===== config.mk =====
export PLATFORM = sky130hd
export DESIGN_NAME = audio_dac_feeder
export DESIGN_NICKNAME = d
export VERILOG_FILES = /design/src/rtl/audio_pkg.sv /design/src/rtl/audio_gain_sat.sv /design/src/rtl/audio_dac_feeder.sv
export SDC_FILE = /design/constraint.sdc
export NUM_CORES = 1
export LEC_CHECK = 0
export ABC_CLOCK_PERIOD_IN_PS = 8100
export BUFFER_PORTS_ARGS = -buffer_cell sky130_fd_sc_hd__buf_2
export CAP_MARGIN = 20
export CORE_AREA = 2 2 174 159
export CTS_CLUSTER_DIAMETER = 60
export DETAILED_ROUTE_END_ITERATION = 6
export DIE_AREA = 0 0 176 161
export HOLD_SLACK_MARGIN = 0.06
export PLACE_DENSITY = 0.66
export SLEW_MARGIN = 20
export SYNTH_ARGS = -nofsm -noshare
export SYNTH_HDL_FRONTEND = slang
export SYNTH_HIERARCHICAL = 1
export SYNTH_SLANG_ARGS = --single-unit

===== constraint.sdc =====
create_clock -name clk -period 8.1 [get_ports clk]
set_input_delay 2.43 -clock clk [delete_from_list [all_inputs] [get_ports clk]]
set_output_delay 2.43 -clock clk [all_outputs]
set_load 0.02 [all_outputs]

===== src/rtl/audio_pkg.sv =====
// audio_pkg: shared types and constants for the audio DAC feeder.
//   state_t     - feeder FSM state encoding
//   SAMPLE_MAX  - largest signed sample for the default sample width
//   SAMPLE_MIN  - smallest signed sample for the default sample width
//   UNITY_GAIN  - volume code that passes samples through unchanged
package audio_pkg;

  localparam int AUDIO_DATA_WIDTH = 16;
  localparam int AUDIO_VOL_WIDTH  = 8;
  localparam int AUDIO_VOL_SHIFT  = 7;

  localparam logic [AUDIO_DATA_WIDTH-1:0] SAMPLE_MAX = {1'b0, {(AUDIO_DATA_WIDTH-1){1'b1}}};
  localparam logic [AUDIO_DATA_WIDTH-1:0] SAMPLE_MIN = {1'b1, {(AUDIO_DATA_WIDTH-1){1'b0}}};
  localparam int                          UNITY_GAIN = 1 << AUDIO_VOL_SHIFT;

  typedef enum logic [2:0] {
    ST_IDLE  = 3'd0,
    ST_SCALE = 3'd1,
    ST_WR_L  = 3'd2,
    ST_GAP_L = 3'd3,
    ST_WR_R  = 3'd4,
    ST_GAP_R = 3'd5
  } state_t;

endpackage


===== src/rtl/audio_gain_sat.sv =====
// audio_gain_sat: combinational gain for one channel.
//   sample - signed input sample
//   vol    - unsigned volume code
//   result - (sample * vol) >>> VOL_SHIFT, clamped to the signed sample range
//   sat    - high when clamping occurred
module audio_gain_sat #(
  parameter int DATA_WIDTH = 16,
  parameter int VOL_WIDTH  = 8,
  parameter int VOL_SHIFT  = 7
) (
  input  logic [DATA_WIDTH-1:0] sample,
  input  logic [VOL_WIDTH-1:0]  vol,
  output logic [DATA_WIDTH-1:0] result,
  output logic                  sat
);

  localparam int PW = DATA_WIDTH + VOL_WIDTH + 1;

  // Bounds sign-extended to product width so comparisons stay signed.
  localparam logic signed [PW-1:0] MAXV = {{(PW-DATA_WIDTH+1){1'b0}}, {(DATA_WIDTH-1){1'b1}}};
  localparam logic signed [PW-1:0] MINV = {{(PW-DATA_WIDTH+1){1'b1}}, {(DATA_WIDTH-1){1'b0}}};

  logic signed [PW-1:0] product;
  logic signed [PW-1:0] shifted;

  // Volume is zero-extended by one bit so the multiply treats it as unsigned.
  assign product = PW'($signed(sample)) * PW'($signed({1'b0, vol}));
  assign shifted = product >>> VOL_SHIFT;

  always_comb begin
    sat    = 1'b0;
    result = shifted[DATA_WIDTH-1:0];
    if (shifted > MAXV) begin
      sat    = 1'b1;
      result = MAXV[DATA_WIDTH-1:0];
    end else if (shifted < MINV) begin
      sat    = 1'b1;
      result = MINV[DATA_WIDTH-1:0];
    end
  end

endmodule


===== src/rtl/audio_dac_feeder.sv =====
// audio_dac_feeder: accepts stereo pairs, applies master volume with
// saturation, and writes left then right into the DAC FIFO.
//   clk, reset        - system clock, synchronous active-high reset
//   enable            - permits acceptance of new pairs
//   vol               - unsigned volume, captured with the pair
//   s_valid/s_ready   - upstream pair handshake; s_left/s_right samples
//   fifo_writedata    - word to DAC FIFO; fifo_write strobe; fifo_full flag
//   busy              - a pair is in flight
//   sat_count         - saturated-channel counter (only with
//                       AUDIO_DAC_FEEDER_SAT_COUNT_EN defined)
module audio_dac_feeder
  import audio_pkg::*;
#(
  parameter int DATA_WIDTH = AUDIO_DATA_WIDTH,
  parameter int VOL_WIDTH  = AUDIO_VOL_WIDTH,
  parameter int VOL_SHIFT  = AUDIO_VOL_SHIFT
) (
  input  logic                  clk,
  input  logic                  reset,
  input  logic                  enable,
  input  logic [VOL_WIDTH-1:0]  vol,
  input  logic                  s_valid,
  output logic                  s_ready,
  input  logic [DATA_WIDTH-1:0] s_left,
  input  logic [DATA_WIDTH-1:0] s_right,
  output logic [DATA_WIDTH-1:0] fifo_writedata,
  output logic                  fifo_write,
  input  logic                  fifo_full,
`ifdef AUDIO_DAC_FEEDER_SAT_COUNT_EN
  output logic [15:0]           sat_count,
`endif
  output logic                  busy
);

  state_t                state;
  logic [DATA_WIDTH-1:0] samp_l, samp_r, res_l, res_r, gain_l, gain_r;
  logic [VOL_WIDTH-1:0]  vol_q;
  logic                  sat_l, sat_r;

  audio_gain_sat #(.DATA_WIDTH(DATA_WIDTH), .VOL_WIDTH(VOL_WIDTH), .VOL_SHIFT(VOL_SHIFT))
    u_gain_l (.sample(samp_l), .vol(vol_q), .result(gain_l), .sat(sat_l));
  audio_gain_sat #(.DATA_WIDTH(DATA_WIDTH), .VOL_WIDTH(VOL_WIDTH), .VOL_SHIFT(VOL_SHIFT))
    u_gain_r (.sample(samp_r), .vol(vol_q), .result(gain_r), .sat(sat_r));

  assign s_ready = (state == ST_IDLE) && enable && !reset;
  assign busy    = (state != ST_IDLE);

  always_comb begin
    fifo_write     = 1'b0;
    fifo_writedata = '0;
    if (state == ST_WR_L) begin
      fifo_write     = !fifo_full;
      fifo_writedata = res_l;
    end else if (state == ST_WR_R) begin
      fifo_write     = !fifo_full;
      fifo_writedata = res_r;
    end
  end

  always_ff @(posedge clk) begin
    if (reset) begin
      state  <= ST_IDLE;
      samp_l <= '0;
      samp_r <= '0;
      vol_q  <= '0;
      res_l  <= '0;
      res_r  <= '0;
    end else begin
      case (state)
        ST_IDLE: if (s_valid && s_ready) begin
          samp_l <= s_left;
          samp_r <= s_right;
          vol_q  <= vol;
          state  <= ST_SCALE;
        end
        ST_SCALE: begin
          res_l <= gain_l;
          res_r <= gain_r;
          state <= ST_WR_L;
        end
        // Gap cycles let the FIFO's registered full flag catch up.
        ST_WR_L:  if (fifo_write) state <= ST_GAP_L;
        ST_GAP_L: state <= ST_WR_R;
        ST_WR_R:  if (fifo_write) state <= ST_GAP_R;
        ST_GAP_R: state <= ST_IDLE;
        default:  state <= ST_IDLE;
      endcase
    end
  end

`ifdef AUDIO_DAC_FEEDER_SAT_COUNT_EN
  logic [16:0] sat_sum;
  assign sat_sum = {1'b0, sat_count} + 17'({1'b0, sat_l} + {1'b0, sat_r});

  always_ff @(posedge clk) begin
    if (reset)
      sat_count <= '0;
    else if (state == ST_SCALE)
      sat_count <= sat_sum[16] ? 16'hFFFF : sat_sum[15:0];
  end
`else
  logic sat_unused;
  assign sat_unused = sat_l | sat_r;
`endif

endmodule


==> results of run 1 <==
through the flow:
stage / instances / instance area [um^2]
6_report: 1877 / 13900
3_5_place_dp: 1861 / 13500
3_3_place_gp: 1861 / 13500
5_1_grt: 1877 / 13900
4_1_cts: 1877 / 13900
2_1_floorplan: 1490 / 13000
power groups by stage:
| stage | clock [mW] | combinational [mW] | sequential, mW |
|---|---|---|---|
| after global routing | 0.446 | 0.353 | 0.428 |
| after CTS | 0.427 | 0.313 | 0.423 |
| final | 0.418 | 0.313 | 0.425 |
| after floorplan | 0 | 0.245 | 0.413 |
| after detailed placement | 0 | 0.311 | 0.431 |
| after global placement | 0 | 0.306 | 0.432 |
layout make-up:
class | instances | area [um^2]
fillers | 2506 | 12700
well taps | 354 | 443
clock buffers | 10 | 239
flip-flops and latches | 75 | 1500
repair buffers | 74 | 398
inverters | 302 | 1130
multi-input cells | 1056 | 10100
clock inverters | 6 | 72.6
critical path, stage by stage (launching register included):
cell and delay (ns):
dfxtp_1 0.68, buf_4 0.36, nand2_1 0.11, fa_1 0.51
inv_1 0.05, fa_1 0.50, inv_1 0.05, fa_1 0.46
fa_1 0.54, inv_1 0.04, ha_1 0.35, a21o_1 0.26
a211oi_4 0.28, o211ai_2 0.16, a41oi_2 0.26, nand2b_1 0.21
a22o_1 0.22, or4_1 0.80, a21o_1 0.26, nand2_1 0.06
a21oi_1 0.06
path summary, 6_finish.rpt:
kind	to	slack, ns	start
worst min register to register	res_r[5]$_SDFFE_PP0P_	0.46	res_r[5]$_SDFFE_PP0P_
worst min-delay path	res_r[5]$_SDFFE_PP0P_	0.46	res_r[5]$_SDFFE_PP0P_
worst max register to register	res_l[11]$_SDFFE_PP0P_	1.72	vol_q[1]$_SDFFE_PP0P_
worst max-delay path	res_l[11]$_SDFFE_PP0P_	1.72	vol_q[1]$_SDFFE_PP0P_
layout by cell type, fill, tap and decap left out, types with 4 or more instances in the layout:
master / count
inv_1: 302
buf_4: 11
nor2b_1: 44
a21o_1: 20
nand4_1: 5
o21ai_0: 23
fa_1: 202
buf_2: 63
a22oi_1: 16
dfxtp_1: 74
and2_1: 144
ha_1: 92
clkbuf_16: 9
nor3_1: 6
nand3_1: 15
xor2_1: 11
nor2_1: 36
a211oi_1: 10
xnor2_1: 30
a21oi_1: 68
o21ai_2: 4
mux2_4: 39
o21ai_1: 6
nand2_1: 200
o21a_1: 4
a31oi_1: 6
metal layers:
metal | track usage [%] | vias to the layer above | share of wire (%)
met5 | 0 | - | 0
met4 | 2.82 | 0 | 0.51
met3 | 3.32 | 10 | 4.6
met2 | 31.7 | 236 | 42
met1 | 34.6 | 4749 | 53
li1 | - | 4671 | -
flip-flops by register name, indices dropped and copies added (netlist names):
signal / flops
samp_r: 16
res_r: 16
state: 3
vol_q: 8
res_l: 16
samp_l: 16
==> impl_metrics.tcl, run 1 <==
set metrics [dict create \
    status "finished clean" \
    io_pins 64 \
    rsz0062_at_grt "false" \
    grt_use_total_pct 21.7 \
    setup_slack_ns 1.72 \
    antenna_found_initial 0 \
    syn_nets 1829 \
    fin_crit_ns 6.38 \
    cts_setup_buffers 0 \
    cts_max_level 3 \
    wl_per_cell_um 15.5 \
    cts_tree "built" \
    die_area_mm2 0.0283 \
    routed_wl_mm 29.1 \
    drt-pass1-iter-count 5 \
    arrival_ns 6.57 \
    cts_buffers 9 \
    clockRootBuffer "clkbuf_16" \
    setup_tns_ns 0 \
    synthToLayoutAreaGrowth_pct 6.52 \
    hold_class "register to register" \
    netlist_instances 1490 \
    timing.critical_path.required_ns 8.29 \
    final_core_util_pct 52.1 \
    p_total_mw 1.15 \
    clock_path_buffers 2 \
    drcViolationCount 0 \
    reg2regPathDepth 20 \
    num_antenna_cells 0 \
    first_iter_violations 731 \
    tightestPinTransition_ns 1.06 \
    p_switching_mw 0.389 \
    fin_worst_skew_ns 0.00883 \
    grt_pass1_vias 9734 \
    fin_nets 1857 \
    relSlewSlack_pct 29.1 \
    start_util_pct 48.9 \
    combPwrFrac_pct 27.1 \
    num_rows 57 \
    cts_resized 0 \
    holdPathStages 2 \
    whs_ns 0.456 \
    hpwlAfterDp_mm 22.9 \
    dr_total_vias 9666 \
    ant_nets 0 \
    worstPathMaxFanout 19 \
    cts_hold_buf 0 \
    die_h_um 161 \
    synth_warnings 6 \
    grt_start_max_net_pins 76 \
    p_int_mw 0.766 \
    drive_above_1_share_pct 11.1 \
    power_density_mw_per_mm2 83.3 \
    fmax_mhz 157 \
    clock_latency_ns 0.35 \
    p_leak_nw 7.24 \
    setup_viol 0 \
    maxCapViolations 0 \
    ir_drop_v 0.0000710 \
    critPathKind "register to register" \
    grt_overflow_total 0 \
    die_w_um 176 \
    fin_crit_sh_pct 78.8 \
    grt_first_pass_wirelength_mm 49.8 \
    syn_avg_cell_area_um2 8.73 \
    crit_path_start_kind "register" \
    drt-vias-per-instance 5.15 \
    p_clk_share_pct 36.2 \
    power_frac_seq_pct 36.8 \
    pre_cts_ws_ns 1.82 \
    clock_sink_count 75 \
    switching_share_pct 33.7 \
    clkTransAtPathRegs_ns 0.07 \
    hold_violations 0 \
    syn-cell-area_mm2 0.0130 \
    cp-end-kind "register" \
    core_area_mm2 0.0266 \
    place_congestion 0.880 \
    slew_violations 0 \
    portBuffers 63 \
]
Note: power is estimated with default switching activity, not from simulation.
==> run 2: changes to the inputs <==
Settings changed: ABC_CLOCK_PERIOD_IN_PS 8100 to 6100.
Clock period 8.1 ns to 6.1 ns, I/O delays scaled along.
==> run 2 against run 1 <==
Net effect:
- combinational power grew 35%
- cell area grew 0.62%
- sequential power grew 33%
- setup slack lost 1.4 ns
- sequential share of layout area is essentially flat
- core utilization grew 0.32 points
- largest cell class unchanged
- highest routed layer unchanged
==> impl_metrics.tcl, run 2 (synthesized netlist as in run 1, its figures left out) <==
set metrics [dict create \
    status "finished clean" \
    clockRootBuffer "clkbuf_16" \
    die_w_um 176 \
    die_area_mm2 0.0283 \
    routed_wl_mm 29.9 \
    num_antenna_cells 0 \
    holdPathEnd "res_r[5]$_SDFFE_PP0P_" \
    cts_buffers 9 \
    portBuffers 63 \
    fin_crit_ns 5.80 \
    fin_nets 1867 \
    grt_pass1_vias 9951 \
    drcViolationCount 0 \
    slowest_stage "or4_4" \
    reg2regPathDepth 20 \
    grt_first_pass_wirelength_mm 50.7 \
    critPathMostFrequentCell "fa_1" \
    cts_hold_buf 0 \
    tightestPinTransition_ns 1.07 \
    setup_slack_ns 0.300 \
    synthToLayoutAreaGrowth_pct 7.18 \
    io_pins 64 \
    core_area_mm2 0.0266 \
    maxCapViolations 0 \
    max_stage_delay_ns 0.65 \
    first_iter_violations 681 \
    fin_worst_skew_ns 0.0133 \
    worstPathMaxFanout 18 \
    holdPathStages 2 \
    clock_path_buffers 2 \
    setup_tns_ns 0 \
    clkTransAtPathRegs_ns 0.06 \
    start_util_pct 48.9 \
    fin_crit_sh_pct 95.1 \
    pre_cts_ws_ns 0.00358 \
    wl_per_cell_um 15.9 \
    final_common_cell "inv_1" \
    layout_common_cells "inv_1 (302), fa_1 (202), nand2_1 (200), and2_1 (144), ha_1 (92)" \
    die_h_um 161 \
    grt_overflow_total 0 \
    antenna_found_initial 0 \
    cp-end-kind "register" \
    hold_class "register to register" \
    cts_max_level 3 \
    min_from "res_r[5]$_SDFFE_PP0P_" \
    rrSetupSlack_ns 0.30 \
    relSlewSlack_pct 28.6 \
    power_density_mw_per_mm2 110 \
    ir_drop_v 0.000118 \
    grt_start_max_net_pins 76 \
    r2r-end "res_l[7]$_SDFFE_PP0P_" \
    place_congestion 0.869 \
    worstReg2RegStart "vol_q[0]$_SDFFE_PP0P_" \
    cts_tree "built" \
    p_total_mw 1.54 \
    timing.critical_path.required_ns 6.28 \
    clock_sink_count 75 \
    slew_violations 0 \
    rsz0062_at_grt "false" \
    hpwlAfterDp_mm 24.1 \
    num_rows 57 \
    arrival_ns 5.98 \
    clock_latency_ns 0.34 \
    drt-pass1-iter-count 5 \
    cp_cell_sequence "buf_4, nand2_1, fa_1, inv_1, fa_1, inv_1, fa_1, fa_1, inv_1, ha_1, a21o_1, a211oi_4, o211ai_2, a41oi_2, nand2b_2, a22o_1, or4_4, a21o_1, nand2_1, a21oi_1" \
    critPathKind "register to register" \
    drt-vias-per-instance 5.13 \
    grt_use_total_pct 22.1 \
    crit_path_start_kind "register" \
    dr_total_vias 9684 \
    cp_top_family "adder cells" \
    p_leak_nw 7.28 \
    drive_above_1_share_pct 11.9 \
    ant_nets 0 \
    fmax_mhz 172 \
    crit_buf_inv 4 \
    hold_violations 0 \
    setup_viol 0 \
]
## run 2: cell types whose count changed in the layout (fill, tap and decap cells not counted), moves of 2 or more
cell / delta
buf_4: +10
dfxtp_1: -3
dfxtp_2: +3
clkinv_4: -2
clkinvlp_4: +2
## run 2: layout make-up
class                      instances  area (um^2)
tap                              354          443
fill                            2473        12700
clock inverter                     5         61.3
timing repair buffer              84          473
sequential                        75         1510
inverter                         302         1130
multi-input combinational       1056        10100
clock buffer                      11          243
## run 2: timing repair
action                                  4_1_cts  5_1_grt
pin swaps                                     0        1
gates resized for setup                       1        7
endpoints found under the setup margin       15       30
setup buffers                                 0        0
## run 2: report_power, final
part	leakage [nW]	switching, mW	internal [mW]
combinational	6.53	0.240	0.181
sequential	0.611	0.0537	0.512
clock	0.138	0.224	0.330
total	7.28	0.518	1.02
## run 2: worst max-delay path by stage
stage	slack, ns	cells after the start	from	end
6_report	0.30	20	vol_q[0]$_SDFFE_PP0P_	res_l[7]$_SDFFE_PP0P_
5_1_grt	0.02	21	samp_l[15]$_SDFFE_PP0P_	res_l[8]$_SDFFE_PP0P_
4_1_cts	0.16	19	vol_q[5]$_SDFFE_PP0P_	res_l[1]$_SDFFE_PP0P_
3_5_place_dp	0.004	19	vol_q[5]$_SDFFE_PP0P_	res_l[13]$_SDFFE_PP0P_
3_3_place_gp	0.13	19	vol_q[5]$_SDFFE_PP0P_	res_l[6]$_SDFFE_PP0P_
2_1_floorplan	0.39	23	vol_q[2]$_SDFFE_PP0P_	res_l[5]$_SDFFE_PP0P_
## run 2: worst min-delay path: stages, from the launching register on
cell,delay (ns)
dfxtp_1,0.31
nand2_1,0.05
a21oi_1,0.05
## run 2: metrics by stage
step / hold WS (ns) / cell area, um^2 / utilization (%) / instances
2_1_floorplan: 0.436 / 13000 / - / 1490
3_3_place_gp: 0.443 / 13600 / 51.2 / 1871
3_5_place_dp: 0.448 / 13600 / 51.2 / 1871
4_1_cts: 0.457 / 13900 / 52.4 / 1887
5_1_grt: 0.469 / 13900 / 52.4 / 1887
6_report: 0.456 / 13900 / 52.4 / 1887
## run 2: metal layers
layer  vias to the layer above  wire length [um]  GRT usage [%]
met3                        15              1270           2.73
li1                       4694                 -              -
met4                         0               182           2.63
met5                         -                 0              0
met2                       219             12600           33.0
met1                      4756             15900           35.2
==> run 3: changes to the inputs <==
Settings changed: CORE_AREA 2 2 174 159 to 10 10 173 175, DIE_AREA 0 0 176 161 to 0 0 183 185.
==> run 3 against run 2 <==
Net effect:
- die area up 19%
- critical endpoint is now res_r[12]$_SDFFE_PP0P_
- via count about the same
- sequential share of layout area hardly changed
- non-clock buffer count down 2
- largest cell class unchanged
- fmax down 0.12%
- count of clock-buffer cells in the layout decreased by 2
- combinational power is essentially flat
- global-route usage down 3.5 points
- largest power group is now clock
- final cell count down 0.85%
- hold slack improved by 0.00060 ns
- wire length shrank 0.11%
- register-to-register slack is essentially flat
==> impl_metrics.tcl, run 3 (synthesized netlist as in run 1, its figures left out) <==
set metrics [dict create \
    die_h_um 185 \
    slew_violations 0 \
    clock_sink_count 75 \
    crit_path_start_kind "register" \
    io_pins 64 \
    pre_cts_ws_ns 0.0952 \
    relSlewSlack_pct 27.1 \
    drive_above_1_share_pct 11.8 \
    hold_class "register to register" \
    cp_cell_sequence "buf_4, nand2_1, fa_1, fa_1, inv_1, fa_1, inv_1, fa_1, inv_1, ha_1, nand4_2, nor3_2, nand4_1, o211ai_2, xor2_2, o21ai_2, nand3_1, nand2_1, a21oi_1" \
    core_area_mm2 0.0266 \
    nFillCells 2535 \
    clock_path_buffers 2 \
    rsz0062_at_grt "true" \
    fmax_mhz 172 \
    num_rows 60 \
    crit_buf_inv 4 \
    holdPathStages 2 \
    layout.cells.non_filler 1871 \
    fin_worst_skew_ns 0.00947 \
    clock_latency_ns 0.35 \
    grt_use_total_pct 18.6 \
    drt-vias-per-instance 5.18 \
    start_util_pct 49.0 \
    setup_slack_ns 0.293 \
    first_iter_violations 455 \
    critPathKind "register to register" \
    die_w_um 183 \
    arrival_ns 5.99 \
    cp_top_family "adder cells" \
    whs_ns 0.456 \
    fin_nets 1865 \
    power_density_mw_per_mm2 119 \
    clockRootBuffer "clkbuf_16" \
    timing.critical_path.required_ns 6.28 \
    drt-pass1-iter-count 5 \
    cp-end-kind "register" \
    critPathMostFrequentCell "fa_1" \
    status "finished clean" \
    place_inst 1855 \
    max_stage_delay_ns 0.62 \
    placed_area_mm2 0.0136 \
    maxCapViolations 0 \
    grt_pass1_vias 10545 \
    setup_viol 0 \
    final_core_util_pct 52.6 \
    tightestPinTransition_ns 1.09 \
    fin_crit_ns 5.81 \
    stdcell_area_mm2 0.0140 \
    cts_tree "built" \
    drcViolationCount 0 \
    reg2regPathDepth 19 \
    slowest_stage "fa_1" \
    grt_first_pass_wirelength_mm 52.1 \
    ir_drop_v 0.000122 \
    wl_per_cell_um 16.0 \
    portBuffers 63 \
    antenna_found_initial 0 \
    grt_start_max_net_pins 76 \
    setup_tns_ns 0 \
    fin_crit_sh_pct 95.2 \
    die_area_mm2 0.0339 \
    dr_total_vias 9689 \
    worstPathMaxFanout 19 \
    final_common_cell "inv_1" \
    cp.depth 19 \
    cts_max_level 3 \
    routed_wl_mm 29.9 \
    hpwlAfterDp_mm 24.5 \
    synthToLayoutAreaGrowth_pct 7.50 \
    place_congestion 0.887 \
    cts_buffers 9 \
    p_leak_nw 7.31 \
    hold_violations 0 \
    ant_nets 0 \
    grt_overflow_total 0 \
    clkTransAtPathRegs_ns 0.07 \
    layout_common_cells "inv_1 (301), fa_1 (202), nand2_1 (200), and2_1 (144), ha_1 (92)" \
    num_antenna_cells 0 \
    p_total_mw 1.66 \
]
-- run 3: path summary, 6_finish.rpt --
check	slack (ns)	start	to
max reg2reg	0.29	vol_q[1]$_SDFFE_PP0P_	res_r[12]$_SDFFE_PP0P_
min	0.46	res_l[15]$_SDFFE_PP0P_	res_l[15]$_SDFFE_PP0P_
min reg2reg	0.46	res_l[15]$_SDFFE_PP0P_	res_l[15]$_SDFFE_PP0P_
max	0.29	vol_q[1]$_SDFFE_PP0P_	res_r[12]$_SDFFE_PP0P_
-- run 3: layout make-up --
class	instances	area, um^2	area share (%)
inverter	302	1130	8.10
sequential	75	1510	10.8
multi-input combinational	1056	10100	72.1
timing repair buffer	82	470	3.36
clock inverter	6	138	0.984
clock buffer	9	225	1.61
tap	341	427	3.05
-- run 3: layer usage --
layer | up-vias | track usage, % | share of wire [%]
met5 | - | 0 | 0
met1 | 4789 | 22.1 | 43
met3 | 48 | 2.12 | 2.8
met4 | 0 | 6.85 | 3.2
li1 | 4689 | - | -
met2 | 163 | 34.0 | 51
-- run 3: worst min-delay path, delay by kind of cell, from the launching register on --
family | cells | cell delay, ns
compound gates | 1 | 0.05
flops | 1 | 0.31
simple gates | 1 | 0.05
-- run 3: power by group --
group / total (mW) / leakage, nW / internal [mW] / switching (mW)
Combinational: 0.418 / 6.53 / 0.181 / 0.237
Sequential: 0.562 / 0.611 / 0.512 / 0.0499
Clock: 0.681 / 0.176 / 0.442 / 0.239
-- run 3: repair_timing --
action | in CTS | in global routing
resized for setup | 0 | 7
endpoints found under the setup margin | 0 | 28
endpoints found under the hold margin | 0 | 0
hold buffers | 0 | 0
buffers inserted | 0 | 1
